$ cat config.mk
export PLATFORM = sky130hd
export DESIGN_NAME = key_loader_flat
export DESIGN_NICKNAME = d
export VERILOG_FILES = /design/src/rtl/key_pkg.sv /design/src/rtl/key_loader_if.sv /design/src/rtl/key_shift_rx.sv /design/src/rtl/key_loader.sv /design/src/flat_wrapper.sv
export SDC_FILE = /design/constraint.sdc
export NUM_CORES = 1
export LEC_CHECK = 0
export ABC_AREA = 1
export BUFFER_PORTS_ARGS = -buffer_cell sky130_fd_sc_hd__buf_2
export CAP_MARGIN = 0
export CORE_MARGIN = 2
export CORE_UTILIZATION = 35
export DETAILED_ROUTE_END_ITERATION = 10
export PLACE_DENSITY = 0.52
export SKIP_CTS_REPAIR_TIMING = 1
export SLEW_MARGIN = 30
export SYNTH_ARGS = -nofsm -noshare
export SYNTH_HDL_FRONTEND = slang
export SYNTH_SLANG_ARGS = --single-unit
$ cat constraint.sdc
create_clock -name clk -period 3.75 [get_ports clk]
set_clock_uncertainty 0.05 [all_clocks]
set_input_delay 0.75 -clock clk [delete_from_list [all_inputs] [get_ports clk]]
set_output_delay 0.75 -clock clk [all_outputs]
set_load 0.01 [all_outputs]
$ cat src/rtl/key_pkg.sv
// Shared definitions for the key loader: parameter defaults and FSM state encoding.
package key_pkg;

    localparam int unsigned KEY_W_DEF     = 8;
    localparam int unsigned TIMEOUT_DEF   = 64;
    localparam int unsigned MAX_RETRY_DEF = 3;

    typedef enum logic [2:0] {
        StIdle,
        StShift,
        StCheck,
        StArmed,
        StError,
        StLockout
    } state_e;

endpackage

$ cat src/rtl/key_loader_if.sv
// Serial key input and key delivery signals between the key loader and its environment.
interface key_loader_if import key_pkg::*; #(
    parameter int unsigned KEY_W = KEY_W_DEF
) ();

    logic             start;
    logic             ser_valid;
    logic             ser_data;
    logic             ser_ready;
    logic [KEY_W-1:0] keyinput;
    logic             key_ok;
    logic             fsm_rst;
    logic             err;

    modport master (
        output start, ser_valid, ser_data,
        input  ser_ready, keyinput, key_ok, fsm_rst, err
    );

    modport slave (
        input  start, ser_valid, ser_data,
        output ser_ready, keyinput, key_ok, fsm_rst, err
    );

endinterface

$ cat src/rtl/key_shift_rx.sv
// Serial accumulator: LSB-first key shift register, bit counter and running even parity
// over the key bits plus the trailing parity bit.
module key_shift_rx import key_pkg::*; #(
    parameter int unsigned KEY_W = KEY_W_DEF
) (
    input  logic             clk,
    input  logic             rst,
    input  logic             clear,
    input  logic             accept,
    input  logic             data,
    output logic [KEY_W-1:0] key,
    output logic             full,
    output logic             parity_ok
);

    localparam int unsigned CW = $clog2(KEY_W + 2);

    logic [KEY_W-1:0] sreg_q, sreg_d;
    logic [CW-1:0]    count_q, count_d;
    logic             par_q, par_d;

    always_comb begin
        sreg_d  = sreg_q;
        count_d = count_q;
        par_d   = par_q;
        if (clear) begin
            sreg_d  = '0;
            count_d = '0;
            par_d   = 1'b0;
        end else if (accept) begin
            // Right-shifting KEY_W times lands the first bit at position 0.
            if (count_q < CW'(KEY_W)) begin
                sreg_d = {data, sreg_q[KEY_W-1:1]};
            end
            count_d = count_q + CW'(1);
            par_d   = par_q ^ data;
        end
    end

    always_ff @(posedge clk) begin
        if (!rst) begin
            sreg_q  <= '0;
            count_q <= '0;
            par_q   <= 1'b0;
        end else begin
            sreg_q  <= sreg_d;
            count_q <= count_d;
            par_q   <= par_d;
        end
    end

    assign key       = sreg_q;
    assign full      = (count_q == CW'(KEY_W));
    assign parity_ok = !par_q;

endmodule

$ cat src/rtl/key_loader.sv
// Loads a parity-protected serial key and delivers it to a locked FSM, with an idle
// timeout, a bounded number of retries and a sticky lockout.
module key_loader import key_pkg::*; #(
    parameter int unsigned KEY_W     = KEY_W_DEF,
    parameter int unsigned TIMEOUT   = TIMEOUT_DEF,
    parameter int unsigned MAX_RETRY = MAX_RETRY_DEF
) (
    input logic         clk,
    input logic         rst,
    key_loader_if.slave bus
);

    localparam int unsigned    TW          = $clog2(TIMEOUT + 1);
    localparam int unsigned    RW          = $clog2(MAX_RETRY + 1);
    localparam logic [TW-1:0]  TimeoutLast = TW'(TIMEOUT - 1);
    localparam logic [RW-1:0]  RetryMax    = RW'(MAX_RETRY);

    state_e           state_q, state_d;
    logic [TW-1:0]    timeout_q, timeout_d;
    logic [RW-1:0]    retry_q, retry_d;
    logic [KEY_W-1:0] key_q, key_d;
    logic             accept, rx_clear, rx_full, parity_ok;
    logic [KEY_W-1:0] rx_key;

    assign accept = (state_q == StShift) && bus.ser_valid;

    key_shift_rx #(
        .KEY_W (KEY_W)
    ) u_shift_rx (
        .clk       (clk),
        .rst       (rst),
        .clear     (rx_clear),
        .accept    (accept),
        .data      (bus.ser_data),
        .key       (rx_key),
        .full      (rx_full),
        .parity_ok (parity_ok)
    );

    always_ff @(posedge clk) begin
        if (!rst) begin
            state_q <= StIdle;
        end else begin
            state_q <= state_d;
        end
    end

    always_comb begin
        state_d   = state_q;
        timeout_d = timeout_q;
        retry_d   = retry_q;
        key_d     = key_q;
        rx_clear  = 1'b0;
        unique case (state_q)
            StIdle: begin
                if (bus.start) begin
                    state_d   = StShift;
                    timeout_d = '0;
                    rx_clear  = 1'b1;
                end
            end
            StShift: begin
                if (accept) begin
                    timeout_d = '0;
                    if (rx_full) begin
                        state_d = StCheck;
                    end
                end else if (timeout_q == TimeoutLast) begin
                    state_d = StError;
                    retry_d = retry_q + RW'(1);
                end else begin
                    timeout_d = timeout_q + TW'(1);
                end
            end
            StCheck: begin
                if (parity_ok) begin
                    state_d = StArmed;
                    key_d   = rx_key;
                end else begin
                    state_d = StError;
                    retry_d = retry_q + RW'(1);
                end
            end
            StError: begin
                if (retry_q >= RetryMax) begin
                    state_d = StLockout;
                end else if (bus.start) begin
                    state_d   = StShift;
                    timeout_d = '0;
                    rx_clear  = 1'b1;
                end
            end
            StArmed, StLockout: begin
                state_d = state_q;
            end
            default: state_d = StIdle;
        endcase
    end

    // key_q is loaded only on entry to ARMED, which is left only through reset.
    always_ff @(posedge clk) begin
        if (!rst) begin
            timeout_q <= '0;
            retry_q   <= '0;
            key_q     <= '0;
        end else begin
            timeout_q <= timeout_d;
            retry_q   <= retry_d;
            key_q     <= key_d;
        end
    end

    always_comb begin
        bus.ser_ready = (state_q == StShift);
        bus.key_ok    = (state_q == StArmed);
        bus.fsm_rst   = (state_q != StArmed);
        bus.err       = (state_q == StError) || (state_q == StLockout);
        bus.keyinput  = key_q;
    end

endmodule

$ cat src/flat_wrapper.sv
// flat-port wrapper written by rule: the top's interface ports become plain ports
module key_loader_flat import key_pkg::*;
#(
    parameter int unsigned KEY_W     = KEY_W_DEF,
    parameter int unsigned TIMEOUT   = TIMEOUT_DEF,
    parameter int unsigned MAX_RETRY = MAX_RETRY_DEF
)
  (clk, rst, bus_start, bus_ser_valid, bus_ser_data, bus_ser_ready, bus_keyinput, bus_key_ok, bus_fsm_rst, bus_err);
  key_loader_if #(.KEY_W(KEY_W)) bus_i ();
  input logic clk;
  input logic rst;
  input wire logic [$bits(bus_i.start)-1:0] bus_start;
  input wire logic [$bits(bus_i.ser_valid)-1:0] bus_ser_valid;
  input wire logic [$bits(bus_i.ser_data)-1:0] bus_ser_data;
  output wire logic [$bits(bus_i.ser_ready)-1:0] bus_ser_ready;
  output wire logic [$bits(bus_i.keyinput)-1:0] bus_keyinput;
  output wire logic [$bits(bus_i.key_ok)-1:0] bus_key_ok;
  output wire logic [$bits(bus_i.fsm_rst)-1:0] bus_fsm_rst;
  output wire logic [$bits(bus_i.err)-1:0] bus_err;
  assign bus_i.start = bus_start;
  assign bus_i.ser_valid = bus_ser_valid;
  assign bus_i.ser_data = bus_ser_data;
  assign bus_ser_ready = bus_i.ser_ready;
  assign bus_keyinput = bus_i.keyinput;
  assign bus_key_ok = bus_i.key_ok;
  assign bus_fsm_rst = bus_i.fsm_rst;
  assign bus_err = bus_i.err;
  key_loader #(.KEY_W(KEY_W), .TIMEOUT(TIMEOUT), .MAX_RETRY(MAX_RETRY)) u_core (.clk(clk), .rst(rst), .bus(bus_i));
endmodule
# Word level (Yosys, flattened, before mapping)
# Cells that the tools add are included.
# word_totals
in_bits	5
reg_bits	33
# classes
eq_ne	15
bitwise	4
reduce_logical	12
mux	19
order_cmp	2
addsub	3
# ops
operator	count
2-to-1 mux 7 bit	4
one-hot mux 7 bit (3 select lines)	1
2-to-1 mux 3 bit	6
one-hot mux 3 bit (5 select lines)	1
adder 7 x 1 -> 7 bit (second input constant)	1
equality test 7 x 6 -> 1 bit (second input constant)	1
equality test 3 x 2 -> 1 bit (second input constant)	2
equality test 3 bit (second input constant)	2
2-to-1 mux 2 bit	3
inequality test 2 bit (second input constant)	3
inequality test 3 x 2 -> 1 bit (second input constant)	2
AND reduction 3 bit	2
adder 4 x 1 -> 4 bit (second input constant)	1
equality test 4 bit (second input constant)	1
< comparator 4 bit (second input constant)	1
one-hot mux 2 bit (2 select lines)	1
AND reduction 2 bit	2
AND reduction 4 bit	1
OR reduction 2 bit	2
equality test 3 x 1 -> 1 bit (second input constant)	1
zero test 3 bit	1
inequality test 3 x 1 -> 1 bit (second input constant)	1
inequality test 3 bit (second input constant)	1
inverter 1 bit	3
other kinds (10)	11

# Depth between registers and ports, before layout
# logic_depth
ltp_word	4
ltp_mapped	10

# Hierarchy
# From an unflattened synthesis, not the netlist that was laid out.
# hier_totals
cells_unflattened	240
hier_area_um2	1665.3
# by_module_without_submodules
mod	instances	seq_area_each_um2	area_per_inst_um2	cells_per_inst
key_loader	1	400.4	1133.6	170
key_shift_rx	1	260.2	531.8	70

# Worst setup path before layout
# No wires, ideal clock.
# synth_path
path_type	reg-to-output
from	register u_core.state_q[0]
to	output port bus_fsm_rst
setup_slack_ps	1953
t_arrival_ps	997
stages_incl_launch_ff	4
path_buffers	0
path_cell_list	dfxtp_1 > inv_1 > nor3_1 > inv_1
# synth_via
elab_chain_cells	1
# synth_lines
element	line	rtl
from (decl)	key_loader.sv:18	state_e state_q, state_d;
from (signal assigned)	key_loader.sv:42	state_q <= StIdle;
from (signal assigned)	key_loader.sv:44	state_q <= state_d;
inequality test 3 x 2 -> 1 bit	key_loader.sv:116	bus.fsm_rst = (state_q != StArmed);
to (decl)	flat_wrapper.sv:18	output wire logic [$bits(bus_i.fsm_rst)-1:0] bus_fsm_rst;
# No other way between the ends.

# Worst setup path after layout
# layout_path
from	register u_core.state_q[2]
to	output port bus_err
# layout_via
elab_chain_cells	2
# layout_lines
element	line	rtl
equality test 3 bit	key_loader.sv:117	bus.err = (state_q == StError) || (state_q == StLockout);
logical OR 1 bit *	key_loader.sv:117	
to (decl)	flat_wrapper.sv:19	output wire logic [$bits(bus_i.err)-1:0] bus_err;
# Every way passes the cells marked *; elsewhere a longest branch is shown, timed or not.

==> impl_metrics.yaml <==
setup_path:
  critPathArrivalTime_ps: 1310
  reg2reg_to: "u_core.u_shift_rx.count_q[0]"
  ff2ff_path_depth: 7
  critPathMaxFanout: 5
  worstSetupPathType: "flop to primary output"
  cp_slowest_cell: "dfxtp_1"
  start_kind: "flop"
  cp_slowest_stage_delay_ps: 430
  cp_cell_sequence: "inv_2 -> nor3_1 -> or2_2 -> buf_2"
  r2r_slack_ps: 1920
  cp_data_required_time_ps: 2950
  r2r-start: "u_core.retry_q[0]"
  crit_path_end_kind: "primary output"
global_route:
  antenna_found_initial: 0
  grt_pass1_wl_um: 5837
  grt_max_degree: 19
  globalRouteOverflowTotal: 0
  grt_pass1_vias: 1329
  grt.total_usage: 0.1442
sta:
  tightest_slew_ps: 870.8
  timing.hold.ws_ps: 394.7
  timing.final.crit_share: 0.5619
  fmax_ghz: 0.4746
  rsz0062_at_grt: "no"
  finalHoldViolations: 0
  finalSetupTns_ps: 0
  setup-violations-final: 0
  slew_violations: 0
  setup_slack_ps: 1643
  relSlewSlack: 0.4156
  fin_crit_ps: 2107
drt:
  initialDrtViolationCount: 57
  via_per_inst: 4.849
  routed-via-count: 1445
  detail_route.first_pass.iterations: 4
  ant_nets: 0
  wl_per_cell_um: 11.26
  wl_um: 3355
  drc_errors: 0
synth:
  yosysMostFrequentCell: "nand2_1"
  ys_seq_elements: 33
  ys_types: 26
  avgSynthCellArea_um2: 7.026
  synth_edf_count: 0
  async_flop_share: 0
  synth_warnings: 0
  synth_fp_nets: 235
  synth_seq_area_share: 0.4161
  yosys_most_used_dff: "dfxtp_1"
  synth_common_cells: "nand2_1, dfxtp_1, nand3_1"
  yosys.area.top_type: "dfxtp_1"
  synth_top_area_share: 0.4161
  synth_area_um2: 1588
  synthTopCellsByArea: "dfxtp_1, nand2_1, nand3_1"
  syn_inst: 226
hold_path:
  holdPathEnd: "u_core.bus.keyinput[1]"
  holdCritPathClass: "flop to flop"
  min_from: "u_core.bus.keyinput[1]"
  hold_depth: 2
place:
  port_buffers: 16
  dp_hpwl_um: 2448
  dp_slack_ps: 1645
  place_congestion: 0.7200
power_and_ir_drop:
  power.density_nw_per_um2: 728.4
  ir_drop_mv: 0.2103
  p_leak_nw: 0.7810
  power_mw: 1.346
finish:
  post_route_cells_drive_above_1_share: 0.1626
  syn2layout_area_growth_pct: 16.39
  diodes: 0
  nets: 254
  final_core_util: 0.4244
clock_network:
  cts_tree: "done"
  numCtsBuffers: 5
  root_buffer: "clkbuf_8"
  htree_levels: 2
  path_clk_slew_ps: 70
  clockBufferDepth: 2
  clock_latency_ps: 280
  clock-sinks: 33
die:
  fp.dieArea_um2: 5092
  rows: 24
  die_w_um: 71.36
  core-area_um2: 4354
  boundaryPins: 17
  die_h_um: 71.36
  start_util: 0.3647
run_status:
  status: "finished, final reports clean"
run:
  maxCapViolations: 0
-- cell usage in the layout, fill, tap and decap left out, drive strengths merged, types with 3 or more instances in the layout --
master | synthesis | layout
nand3 | 28 | 28
nor3 | 6 | 6
inv | 30 | 30
nand4 | 4 | 4
buf | 3 | 16
nor2 | 27 | 27
nand2 | 46 | 46
dfxtp | 33 | 33
or2 | 3 | 3
o21ai | 13 | 13
clkbuf | 1 | 5
ha | 4 | 4
a21oi | 23 | 23
-- worst max-delay path by stage --
stage	start	to	slack, ps	depth (start not counted)
detailed placement	bus_ser_valid	u_core.u_shift_rx.key[3]	1650	6
CTS	u_core.state_q[0]	bus_fsm_rst	1630	4
finish	u_core.state_q[2]	bus_err	1640	4
global placement	bus_ser_valid	u_core.u_shift_rx.key[1]	1660	6
global route	u_core.state_q[0]	bus_fsm_rst	1520	4
floorplan	u_core.state_q[0]	bus_fsm_rst	1950	3
-- metrics by stage --
step	cells	instance area, um^2
floorplan	226	1588
finish	298	1848
global route	298	1848
global placement	290	1714
CTS	298	1848
detailed placement	290	1714
-- layout make-up --
type	count	area, um^2
clock buffer	5	68.82
clock inverter	3	65.06
fill	466	2506
inverter	31	116.4
multi-input combinational	158	792.0
sequential	33	660.6
tap	52	65.06
timing repair buffer	16	80.08
-- worst max-delay path, delay by kind of cell, from the launching register on --
family | cells | cell delay (ps)
AND/OR/NAND/NOR | 2 | 390
buffers and inverters | 2 | 200
flip-flops | 1 | 430
-- power breakdown --
part	switching (mW)	total, mW	internal (mW)
clock	0.135	0.399	0.264
sequential	0.0609	0.480	0.419
combinational	0.306	0.468	0.162
total	0.501	1.35	0.845
-- state kept, by name, summed over array words and instances (netlist names) --
name                       flops
u_core.bus.keyinput            8
u_core.retry_q                 2
u_core.state_q                 3
u_core.timeout_q               7
u_core.u_shift_rx.count_q      4
u_core.u_shift_rx.key          8
u_core.u_shift_rx.par_q        1
-- metal layers --
| layer | track usage | share of wire |
|---|---|---|
| met5 | 0 | 0 |
| met4 | 0.04403 | 0.0048 |
| met3 | 0.05063 | 0.031 |
| met2 | 0.2171 | 0.45 |
| met1 | 0.1946 | 0.51 |
-- cell families after synthesis --
logic type / count (synthesis) / synth area share
AO/OA/AOI/OAI: 39 / 0.1277
XOR/XNOR: 1 / 0.005517
adder cells (fa/ha/maj): 4 / 0.03152
buffers and inverters: 35 / 0.08510
flip-flops: 33 / 0.4161
AND/OR/NAND/NOR: 114 / 0.3341
Note: power is estimated with default switching activity, not from simulation.
